## src/rtl/hilo_pipe.sv

```systemverilog
// hilo_pipe: carries HI/LO writes from EX through the EX/MEM (M) and MEM/WB (W)
// registers, commits them to the architectural HI/LO copy at WB and resolves
// MFHI/MFLO reads in EX.
//
// Build option: macro HILO_FWD_EN
//   defined   - EX reads are forwarded from M, then W, then committed HI/LO;
//               hilo_stall is tied low.
//   undefined - EX reads see committed HI/LO only; hilo_stall is raised while
//               a matching write is still in M or W.
//
// Reset is synchronous and active-low on rst.

module hilo_pipe (
    input  logic        clk,
    input  logic        rst,
    input  logic        ex_hi_we,
    input  logic [31:0] ex_hi_data,
    input  logic        ex_lo_we,
    input  logic [31:0] ex_lo_data,
    input  logic        ex_rd_hi,
    input  logic        ex_rd_lo,
    input  logic        ex_stall,
    input  logic        ex_flush,
    input  logic        mem_stall,
    input  logic        mem_flush,
    output logic [31:0] rd_hi_data,
    output logic [31:0] rd_lo_data,
    output logic        hilo_stall,
    output logic        wb_hi_write,
    output logic [31:0] wb_hi_write_data,
    output logic        wb_lo_write,
    output logic [31:0] wb_lo_write_data,
    output logic [31:0] hi,
    output logic [31:0] lo
);

    // EX/MEM stage register
    logic        r_m_hi_we;
    logic [31:0] r_m_hi_data;
    logic        r_m_lo_we;
    logic [31:0] r_m_lo_data;

    // MEM/WB stage register
    logic        r_w_hi_we;
    logic [31:0] r_w_hi_data;
    logic        r_w_lo_we;
    logic [31:0] r_w_lo_data;

    // Architectural HI/LO
    logic [31:0] r_hi;
    logic [31:0] r_lo;

    logic [31:0] w_rd_hi;
    logic [31:0] w_rd_lo;
    logic        w_stall;

    // M: flush beats stall; only the write enables matter for a bubble, so the
    // data fields are left untouched on reset/flush.
    always_ff @(posedge clk) begin
        if (!rst) begin
            r_m_hi_we <= 1'b0;
            r_m_lo_we <= 1'b0;
        end else if (ex_flush) begin
            r_m_hi_we <= 1'b0;
            r_m_lo_we <= 1'b0;
        end else if (!ex_stall) begin
            r_m_hi_we   <= ex_hi_we;
            r_m_hi_data <= ex_hi_data;
            r_m_lo_we   <= ex_lo_we;
            r_m_lo_data <= ex_lo_data;
        end
    end

    // W: reset clears everything so the write-back port idles at zero; a
    // flush or a MEM stall inserts a bubble.
    always_ff @(posedge clk) begin
        if (!rst) begin
            r_w_hi_we   <= 1'b0;
            r_w_hi_data <= 32'd0;
            r_w_lo_we   <= 1'b0;
            r_w_lo_data <= 32'd0;
        end else if (mem_flush || mem_stall) begin
            r_w_hi_we <= 1'b0;
            r_w_lo_we <= 1'b0;
        end else begin
            r_w_hi_we   <= r_m_hi_we;
            r_w_hi_data <= r_m_hi_data;
            r_w_lo_we   <= r_m_lo_we;
            r_w_lo_data <= r_m_lo_data;
        end
    end

    // Commit from W; upstream stall/flush controls have no say here.
    always_ff @(posedge clk) begin
        if (!rst) begin
            r_hi <= 32'd0;
            r_lo <= 32'd0;
        end else begin
            if (r_w_hi_we) begin
                r_hi <= r_w_hi_data;
            end
            if (r_w_lo_we) begin
                r_lo <= r_w_lo_data;
            end
        end
    end

    // EX read resolution: newest in-flight value wins, or stall until it lands.
    always_comb begin
        w_rd_hi = r_hi;
        w_rd_lo = r_lo;
        w_stall = 1'b0;
`ifdef HILO_FWD_EN
        if (r_m_hi_we) begin
            w_rd_hi = r_m_hi_data;
        end else if (r_w_hi_we) begin
            w_rd_hi = r_w_hi_data;
        end
        if (r_m_lo_we) begin
            w_rd_lo = r_m_lo_data;
        end else if (r_w_lo_we) begin
            w_rd_lo = r_w_lo_data;
        end
`else
        w_stall = (ex_rd_hi && (r_m_hi_we || r_w_hi_we)) ||
                  (ex_rd_lo && (r_m_lo_we || r_w_lo_we));
`endif
    end

    // Reader outputs are forced quiet while reset is being applied, before the
    // reset edge has cleared the registers.
    assign rd_hi_data = rst ? w_rd_hi : 32'd0;
    assign rd_lo_data = rst ? w_rd_lo : 32'd0;
    assign hilo_stall = rst & w_stall;

    assign wb_hi_write      = r_w_hi_we;
    assign wb_hi_write_data = r_w_hi_data;
    assign wb_lo_write      = r_w_lo_we;
    assign wb_lo_write_data = r_w_lo_data;

    assign hi = r_hi;
    assign lo = r_lo;

endmodule

```

## config.mk

```make
export PLATFORM = sky130hd
export DESIGN_NAME = hilo_pipe
export DESIGN_NICKNAME = d
export VERILOG_FILES = /design/src/rtl/hilo_pipe.sv
export SDC_FILE = /design/constraint.sdc
export NUM_CORES = 1
export LEC_CHECK = 0
export BUFFER_PORTS_ARGS = -buffer_cell sky130_fd_sc_hd__buf_2
export CAP_MARGIN = 10
export CORE_MARGIN = 2
export CORE_UTILIZATION = 40
export DETAILED_ROUTE_END_ITERATION = 8
export GPL_ROUTABILITY_DRIVEN = 1
export GPL_TIMING_DRIVEN = 0
export PLACE_DENSITY = 0.67
export SLEW_MARGIN = 40
export SYNTH_ARGS = -nofsm -noshare
export SYNTH_HDL_FRONTEND = slang
export SYNTH_SLANG_ARGS = --single-unit
export TNS_END_PERCENT = 5
```

## constraint.sdc

```tcl
create_clock -name clk -period 5.85 [get_ports clk]
set_input_delay 1.17 -clock clk [delete_from_list [all_inputs] [get_ports clk]]
set_output_delay 1.17 -clock clk [all_outputs]
set_load 0.02 [all_outputs]
```

; Word-level counts from Yosys, hierarchy flattened
; Cells that the tools add are included.
; W data, S select, Z words.
[word_totals]
ff_bits = 196
output_inout_bits = 195
[op_classes]
n_mux = 2
bitwise_logic = 4
reduce_logical = 9
[op_table]
columns = operator, n
row1 = $mux W32, 2
row2 = $logic_or A1 B1 Y1, 4
row3 = $reduce_or A2 Y1, 2
row4 = $not A1 Y1, 3
row5 = $reduce_and A3 Y1, 1
row6 = $logic_and A1 B1 Y1, 2
row7 = $and A1 B1 Y1, 1

; Logic depth before layout (Yosys ltp)
; Gate-level depths: netlist of the first run.
[logic_depth]
depth_word = 4
ltp_mapped = 5
mapped_depth_nobuf = 2

; Least setup slack after synthesis of the first run
; Ideal clock, no wire load.
[synth_timing]
path_kind = input port to flip-flop
from = input port rst
to = register r_m_hi_data[0] (enable)
setup_time_ns = 0.486
t_arrival_ns = 4.194
setup_slack_ns = 1.170
path_stages = 4
path_buffers = 2
cell_sequence = buf_4 > buf_4 > nand2b_1 > nor2_1
[synth_via]
elab_chain_len = 1
[synth_lines]
columns = item, line_no
row1 = from (decl), 15  ; input logic rst,
row2 = $reduce_and A3 Y1 (no line), --
row3 = to (signal assigned), 68  ; r_m_hi_data <= ex_hi_data;
row4 = to (decl), 39  ; logic [31:0] r_m_hi_data;
; Every way passes these cells.
; A chain may end at the register's enable or synchronous reset.

; Final worst setup path of the first run
[layout_timing]
from = input port rst
to = output port rd_lo_data[25]
[layout_via]
elab_chain_len = 1
[layout_lines]
columns = item, line_no
row1 = $mux W32, 133  ; assign rd_lo_data = rst ? w_rd_lo : 32'd0;
row2 = to (decl), 27  ; output logic [31:0] rd_lo_data,
; Every way passes these cells.

==> metrics.yaml, run 1 <==
run_status: "completed"
hp-start: "r_m_hi_data[21]"
worst_pin_slew_ps: 476
synth_area_per_cell_um2: 11.4
fin_crit_ps: 3470
syn-num-nets: 725
leakage_nw: 4.19
row_count: 49
drc_errors: 0
ys_warn_count: 0
yosysUniqueCellTypes: 18
relSlewSlack_pct: 68.3
start_util_pct: 41.1
path_class: "primary input to output port"
hp-class: "register to register"
layout_commonest_cell: "buf_2"
final_cell_mix: "290 x buf_2, 132 x dfxtp_1, 66 x mux2i_1"
drive_gt1_share_pct: 35.8
yosysTopAreaCellShare_pct: 35.5
crit_fanout: 10
fmax_mhz: 288
crit_path_start: "rst"
maxCapViolCount: 0
clock-sinks: 196
cts_setup_buffers: 0
insertion_delay_ps: 420
top_level_ports: 269
cts_hold_buf: 0
cp-end-kind: "output port"
via_per_inst: 4.89
slew_viol_final: 0
cp-start-kind: "primary input"
grt_pass1_wl_mm: 30.5
r2r_start: "wb_hi_write"
grt_setup_unrepaired: "no"
wirelength_mm: 19.8
setup_violations: 0
drt.antenna.violating_nets: 0
root_buffer: "clkbuf_16"
detailed_place_hpwl_mm: 14.6
stdcell_count: 1187
hold_viol: 0
ys_seq_elements: 196
routedWlPerCell_um: 16.7
overflow: 0
synth_area_mm2: 0.00745
finalClockSkew_ps: 10.1
final.period_utilization_pct: 59.3
post_cts_resized: 0
path_clk_slew_ps: 70
grt_pass1_vias: 5431
portBuffers: 267
core_area_mm2: 0.0181
area_growth_pct: 31.1
grt_max_degree: 22
critPathArrivalTime_ps: 2300
chipWidth_um: 141
worstPathRequired_ps: 4680
antenna_found_initial: 5
dieHeight_um: 141
nNetsFinal: 1014
finalWeightedCongestion: 0.839
track_usage_pct: 20.0
synth_area_leader_cell: "dfxtp_1"
firstDrtPassIters: 4
synth_area_leaders: "dfxtp_1 35%, edfxtp_1 26%, mux2i_1 8.9%, o211ai_1 6.4%, and2_1 5.4%"
numPlacedInstances: 1150
cts_made_buffers: 17
synth_cells: 651
vias: 5804
cts_max_path_buffers: 2
cts_tree: "built"
powerDensity_mw_per_mm2: 291
h-tree-depth: 4
ys_seq_area_share_pct: 61.2
die-area_mm2: 0.0197
ir_drop_mv: 0.183
tns_ps: 0
drtIter0Drc: 283
==> registers in the layout (all words and copies together) (netlist names) <==
| register | count |
|---|---|
| lo | 32 |
| wb_hi_write | 1 |
| r_m_lo_data | 32 |
| hi | 32 |
| r_m_hi_we | 1 |
| wb_lo_write_data | 32 |
| r_m_lo_we | 1 |
| wb_hi_write_data | 32 |
| wb_lo_write | 1 |
| r_m_hi_data | 32 |
==> worst paths after layout <==
kind              depth (start not counted)              endpoint  slack (ps)
setup / recovery                          5        rd_lo_data[25]        2380
hold / removal                            2  wb_hi_write_data[21]         490
setup reg to reg                          4                hi[16]        4690
hold reg to reg                           2  wb_hi_write_data[21]         490
==> worst max-delay path, stage by stage <==
cell,delay [ps]
buf_4,140
buf_4,230
clkbuf_1,380
and2_1,190
buf_2,180
==> power by group <==
| part | switching, mW | internal [mW] |
|---|---|---|
| sequential | 0.0243 | 1.45 |
| clock | 0.503 | 0.679 |
| combinational | 0.120 | 0.0716 |
| total | 0.648 | 2.20 |
==> layout make-up <==
class	count	area (um2)
diodes	5	12.5
plain buffers	58	329
clock buffers	23	522
clock inverters	9	85.1
fillers	1662	8370
multi-input cells	397	2570
flip-flops and latches	196	4560
well taps	229	287
repair buffers	270	1410
==> synth_stat cells <==
master    count
a21boi_0      1
and2_1       64
and3_1        2
buf_2        23
buf_4        14
buf_6         4
clkbuf_1     17
dfxtp_1     132
edfxtp_1     64
mux2i_1      66
nand2_1      64
nand2b_1      1
nor2_1        4
nor2b_1      64
o211ai_1     64
o21ai_0       6
o21ai_1      60
or2_1         1
==> cells by family after synthesis <==
family,share of synthesized area [%]
AND/OR/NAND/NOR,14.5
buffers and inverters,4.41
flip-flops,61.2
multiplexers,8.86
AO/OA/AOI/OAI,11.0
==> metrics by stage <==
step	cell area, um2	util, %	worst slack (ps)	hold slack, ps	power (mW)
finish	9770	53.9	2380	490	2.85
global route	9770	53.9	2250	521	2.95
CTS	9760	53.8	2300	495	2.87
detailed placement	9150	50.4	2300	479	1.70
global placement	9080	50.0	-351	468	1.69
floorplan	7450	-	1170	465	1.61
==> per-layer routing <==
layer | up-vias | global-route usage, % | wire length (um)
li1 | 2850 | - | -
met1 | 2706 | 26.2 | 8600
met2 | 203 | 32.4 | 9540
met3 | 45 | 3.21 | 965
met4 | 0 | 9.74 | 697
met5 | - | 0 | 0
Power figures use the tool's default switching activity.
==> inputs of run 2 (changes only) <==
Clock period 5.85 ns to 3.2 ns, I/O delays scaled along.
==> run 2 against run 1 <==
Compared with the run above:
- count of clock-buffer cells in the layout shrank 5
- flip-flop and latch count is the same
- first-iteration DRC count shrank 1.4%
- non-clock buffer count is the same
- critical path type unchanged
- final area grew 0.50%
- via count shrank 2.8%
- hold slack lost 110 ps
- die area is the same
- global-route usage shrank 0.19 points
- power grew 91%
- clock skew grew 2.7 ps
==> metrics.yaml, run 2 (same netlist as run 1, synthesis figures left out) <==
cts_setup_buffers: 0
detailed_place_hpwl_mm: 14.6
final_area_mm2: 0.00982
p_switching_mw: 1.22
final_cell_mix: "290 x buf_2, 132 x dfxtp_1, 66 x mux2i_1"
nNetsFinal: 1014
crit_fanout: 10
setup_violations: 0
path_cells: "buf_4, buf_4, clkbuf_1, and2_1, buf_2"
portBuffers: 267
cts_made_buffers: 17
insertion_delay_ps: 430
worstPathRequired_ps: 2560
whs_ps: 379
crit_buf_inv: 4
leakage_nw: 4.21
dieHeight_um: 141
worst_pin_slew_ps: 480
area_growth_pct: 31.8
post_cts_resized: 0
grt_pass1_wl_mm: 30.1
path_clk_slew_ps: 70
clock-sinks: 196
chipWidth_um: 141
cts_hold_buf: 0
met3_usage_pct: 3.21
p_clk_share_pct: 43.9
slowest_delay_ps: 370
h-tree-depth: 4
vias: 5639
cp-start-kind: "primary input"
core_area_mm2: 0.0181
path_delay_family: "buffers and inverters"
track_usage_pct: 19.8
via_per_inst: 4.76
crit_top_cell: "buf_4"
final.period_utilization_pct: 75.3
grt_setup_unrepaired: "no"
start_util_pct: 41.1
top_usage_layer: "met2"
internal-power_mw: 4.20
relSlewSlack_pct: 68.0
root_buffer: "clkbuf_16"
crit_path_top_delay_cell: "clkbuf_1"
fin_crit_ps: 2410
finalClockSkew_ps: 12.8
drtIter0Drc: 279
hp-class: "primary input to register"
grtUsageMet2_pct: 33.0
antenna_found_initial: 2
firstDrtPassIters: 4
cts_tree: "built"
row_count: 49
path_class: "primary input to output port"
finalWeightedCongestion: 0.813
switching_share_pct: 22.6
hold_viol: 0
maxCapViolCount: 0
critPathArrivalTime_ps: 1770
cp-end-kind: "output port"
die-area_mm2: 0.0197
placed_cell_area_mm2: 0.00915
drt.antenna.violating_nets: 0
run_status: "completed"
slew_viol_final: 0
routedWlPerCell_um: 16.7
layout_commonest_cell: "buf_2"
top_level_ports: 269
powerDensity_mw_per_mm2: 553
drive_gt1_share_pct: 36.0
overflow: 0
reg2reg_slack_ps: 2030
pwr-share-seq_pct: 49.6
grt_pass1_vias: 5310
gr-usage-met1_pct: 26.0
grt_max_degree: 23
drc_errors: 0
comb_power_share_pct: 6.5
cts_max_path_buffers: 2
ir_drop_mv: 0.363
fmax_mhz: 415
wirelength_mm: 19.8
==> run 2: cell count changes in the layout (fill, tap and decap cells not counted) <==
| cell | delta |
|---|---|
| bufinv_16 | +4 |
| clkbuf_16 | -3 |
| diode_2 | -3 |
| clkbuf_1 | -2 |
| inv_8 | +2 |
| clkinv_2 | -1 |
| clkinv_4 | +1 |
| clkinvlp_4 | +1 |
| inv_4 | -1 |
| inv_6 | -1 |
==> run 2: area by class of cell <==
| class | count | area (um2) |
|---|---|---|
| fillers | 1626 | 8330 |
| flip-flops and latches | 196 | 4560 |
| multi-input cells | 397 | 2570 |
| repair buffers | 270 | 1410 |
| clock buffers | 18 | 439 |
| plain buffers | 58 | 329 |
| well taps | 229 | 287 |
| clock inverters | 14 | 224 |
| diodes | 2 | 5.00 |
==> run 2: path summary, 6_finish.rpt <==
path             startpoint             endpoint  depth (start not counted)
max                     rst       rd_lo_data[22]                          5
min          ex_lo_data[18]      r_m_lo_data[18]                          1
max reg2reg     wb_hi_write                hi[6]                          4
min reg2reg  r_m_lo_data[6]  wb_lo_write_data[6]                          2
==> run 2: metrics by stage <==
stage	setup WS [ps]	instances	TNS (ps)	utilization, %	power [mW]
3_5_place_dp	716	1150	0	50.4	3.10
2_1_floorplan	120	651	0	-	2.94
3_3_place_gp	-890	1147	-56430	50.0	3.09
4_1_cts	720	1182	0	54.1	5.47
5_1_grt	642	1184	0	54.1	5.61
6_report	792	1184	0	54.1	5.43
==> run 2: power groups by stage <==
stage | clock (mW) | sequential [mW] | combinational (mW)
2_1_floorplan | 0 | 2.79 | 0.153
3_3_place_gp | 0 | 2.75 | 0.341
3_5_place_dp | 0 | 2.75 | 0.354
4_1_cts | 2.42 | 2.69 | 0.355
5_1_grt | 2.53 | 2.70 | 0.384
6_report | 2.38 | 2.69 | 0.351
==> run 2: metal layers <==
metal / part of all wire, % / vias up
li1: - / 2848
met1: 45 / 2607
met2: 49 / 157
met3: 3.8 / 27
met4: 2.3 / 0
met5: 0 / -
==> inputs of run 3 (changes only) <==
Settings changed: ABC_AREA set to 1.
Clock period 3.2 ns to 2.3 ns, I/O delays scaled along.
==> run 3 against run 2 <==
Compared with the run above:
- power up 35%
- largest power group unchanged
- synthesized cell count rose by 19%
- critical path type unchanged
- first-iteration DRC count increased by 23%
==> metrics.yaml, run 3 <==
cts_max_path_buffers: 2
root_buffer: "clkbuf_16"
insertion_delay_ps: 430
synth_area_mm2: 0.00699
p_switching_mw: 1.71
grt_max_degree: 18
hold_viol: 0
h-tree-depth: 4
slew_viol_final: 0
powerDensity_mw_per_mm2: 790
ys_top_cells_by_count: "257 x nor2_1, 132 x dfxtp_1, 116 x o21ai_0"
ir_drop_mv: 0.509
r2r_start: "wb_lo_write"
cts_made_buffers: 17
post-place-ws_ps: 159
top_usage_layer: "met2"
yosysTopAreaCellShare_pct: 37.8
maxCapViolCount: 0
cts_hold_buf: 0
ys_seq_area_share_pct: 65.3
met3_usage_pct: 4.55
dieHeight_um: 136
setup_violations: 0
numPlacedInstances: 1270
drt.antenna.violating_nets: 0
comb_power_share_pct: 7.2
clock-sinks: 196
worst_pin_slew_ps: 493
grt_pass1_wl_mm: 28.9
track_usage_pct: 20.6
synth_area_leader_cell: "dfxtp_1"
row_count: 48
fin_util_pct: 54.0
pwr-share-seq_pct: 51.8
worstPathRequired_ps: 1840
area_growth_pct: 32.9
post_cts_resized: 0
drive_gt1_share_pct: 31.7
hp-class: "primary input to register"
grt_pass1_vias: 5480
firstDrtPassIters: 5
routedWlPerCell_um: 14.8
final.period_utilization_pct: 86.0
cts_tree: "built"
fin_crit_ps: 1980
fmax_mhz: 506
hp-start: "ex_lo_data[12]"
crit_fanout: 10
finalClockSkew_ps: 8.24
cts_setup_buffers: 0
synth_area_per_cell_um2: 9.04
leakage_nw: 5.11
yosys_most_used_dff: "dfxtp_1"
finalWeightedCongestion: 0.790
start_util_pct: 40.7
detailed_place_hpwl_mm: 14.1
internal-power_mw: 5.61
overflow: 0
cp-start-kind: "primary input"
portBuffers: 268
chipWidth_um: 136
run_status: "completed"
die-area_mm2: 0.0185
vias: 6017
wirelength_mm: 19.3
drc_errors: 0
antenna_found_initial: 2
synth_area_leaders: "dfxtp_1 38%, edfxtp_1 28%, nor2_1 14%, o21ai_0 8.3%, inv_1 3.7%"
syn-num-nets: 847
path_class: "primary input to output port"
path_clk_slew_ps: 70
cp-end-kind: "output port"
gr-usage-met1_pct: 26.0
relSlewSlack_pct: 67.1
grtUsageMet2_pct: 34.2
nNetsFinal: 1138
grt_setup_unrepaired: "no"
crit_path_start: "rst"
stdcell_count: 1304
async_reset_ff_share_pct: 0
via_per_inst: 4.61
yosysUniqueCellTypes: 16
drtIter0Drc: 343
layout_commonest_cell: "buf_2"
critPathArrivalTime_ps: 1520
switching_share_pct: 23.4
postLayoutSetupSlackWorst_ps: 323
ys_seq_elements: 196
synth_cells: 773
synth-edff-count: 64
p_clk_share_pct: 41.0
top_level_ports: 269
ys_warn_count: 0
final_cell_mix: "298 x buf_2, 256 x nor2_1, 132 x dfxtp_1, 116 x o21ai_0"
core_area_mm2: 0.0172
synth_most_common_cell: "nor2_1"
## run 3: cell count changes after synthesis, sizes merged, moves of 7 or more
cell,change
o211ai,-64
o21ai,+64
mux2i,-66
inv,+69
clkbuf,-7
nor2b,-64
nor2,+254
and2,-64
## run 3: routing by layer
metal / share of wire [%] / vias up
met3: 6.2 / 28
met4: 2.2 / 0
li1: - / 3026
met1: 43 / 2762
met5: 0 / -
met2: 48 / 201
## run 3: cell families (layout without fill, tap and decap cells)
logic type / count (synthesis) / after routing / share of synthesized area, %
simple gates: 329 / 329 / 17.8
flops: 196 / 196 / 65.3
compound gates: 133 / 133 / 9.53
buf+inv: 115 / 419 / 7.31
other cells: 0 / 2 / 0
## run 3: cell type report
cell class,count,area [um2]
fillers,1653,7890
flip-flops and latches,196,4560
multi-input cells,462,1920
clock inverters,12,153
diodes,2,5.00
clock buffers,20,437
inverters,69,259
well taps,225,282
repair buffers,272,1410
plain buffers,46,251
## run 3: worst paths after layout
path / depth (start not counted) / slack [ps] / to
worst max-delay path: 6 / 320 / rd_lo_data[7]
worst min-delay path: 1 / 200 / r_m_lo_data[12]
worst max register to register: 3 / 970 / lo[28]
worst min register to register: 2 / 470 / wb_lo_write_data[24]
## run 3: worst max-delay path, cell delays in order
cell and delay, ps:
buf_2 140, buf_2 300, buf_2 310, nand2_1 80
inv_1 50, buf_2 170
## run 3: stage by stage
step | hold slack [ps] | setup TNS (ps) | area [um2] | power (mW)
after floorplan | 441 | 0 | 6990 | 4.14
final | 202 | 0 | 9280 | 7.33
after detailed placement | 459 | 0 | 8690 | 4.40
after global placement | 449 | -39740 | 8620 | 4.38
after CTS | 181 | 0 | 9280 | 7.39
after global routing | 181 | 0 | 9280 | 7.60
## run 3: power groups by stage
stage	Clock, mW	Combinational (mW)	Sequential (mW)
4_1_cts	3.06	0.535	3.79
2_1_floorplan	0	0.188	3.96
6_report	3.01	0.528	3.80
3_3_place_gp	0	0.511	3.87
3_5_place_dp	0	0.533	3.87
5_1_grt	3.21	0.578	3.81
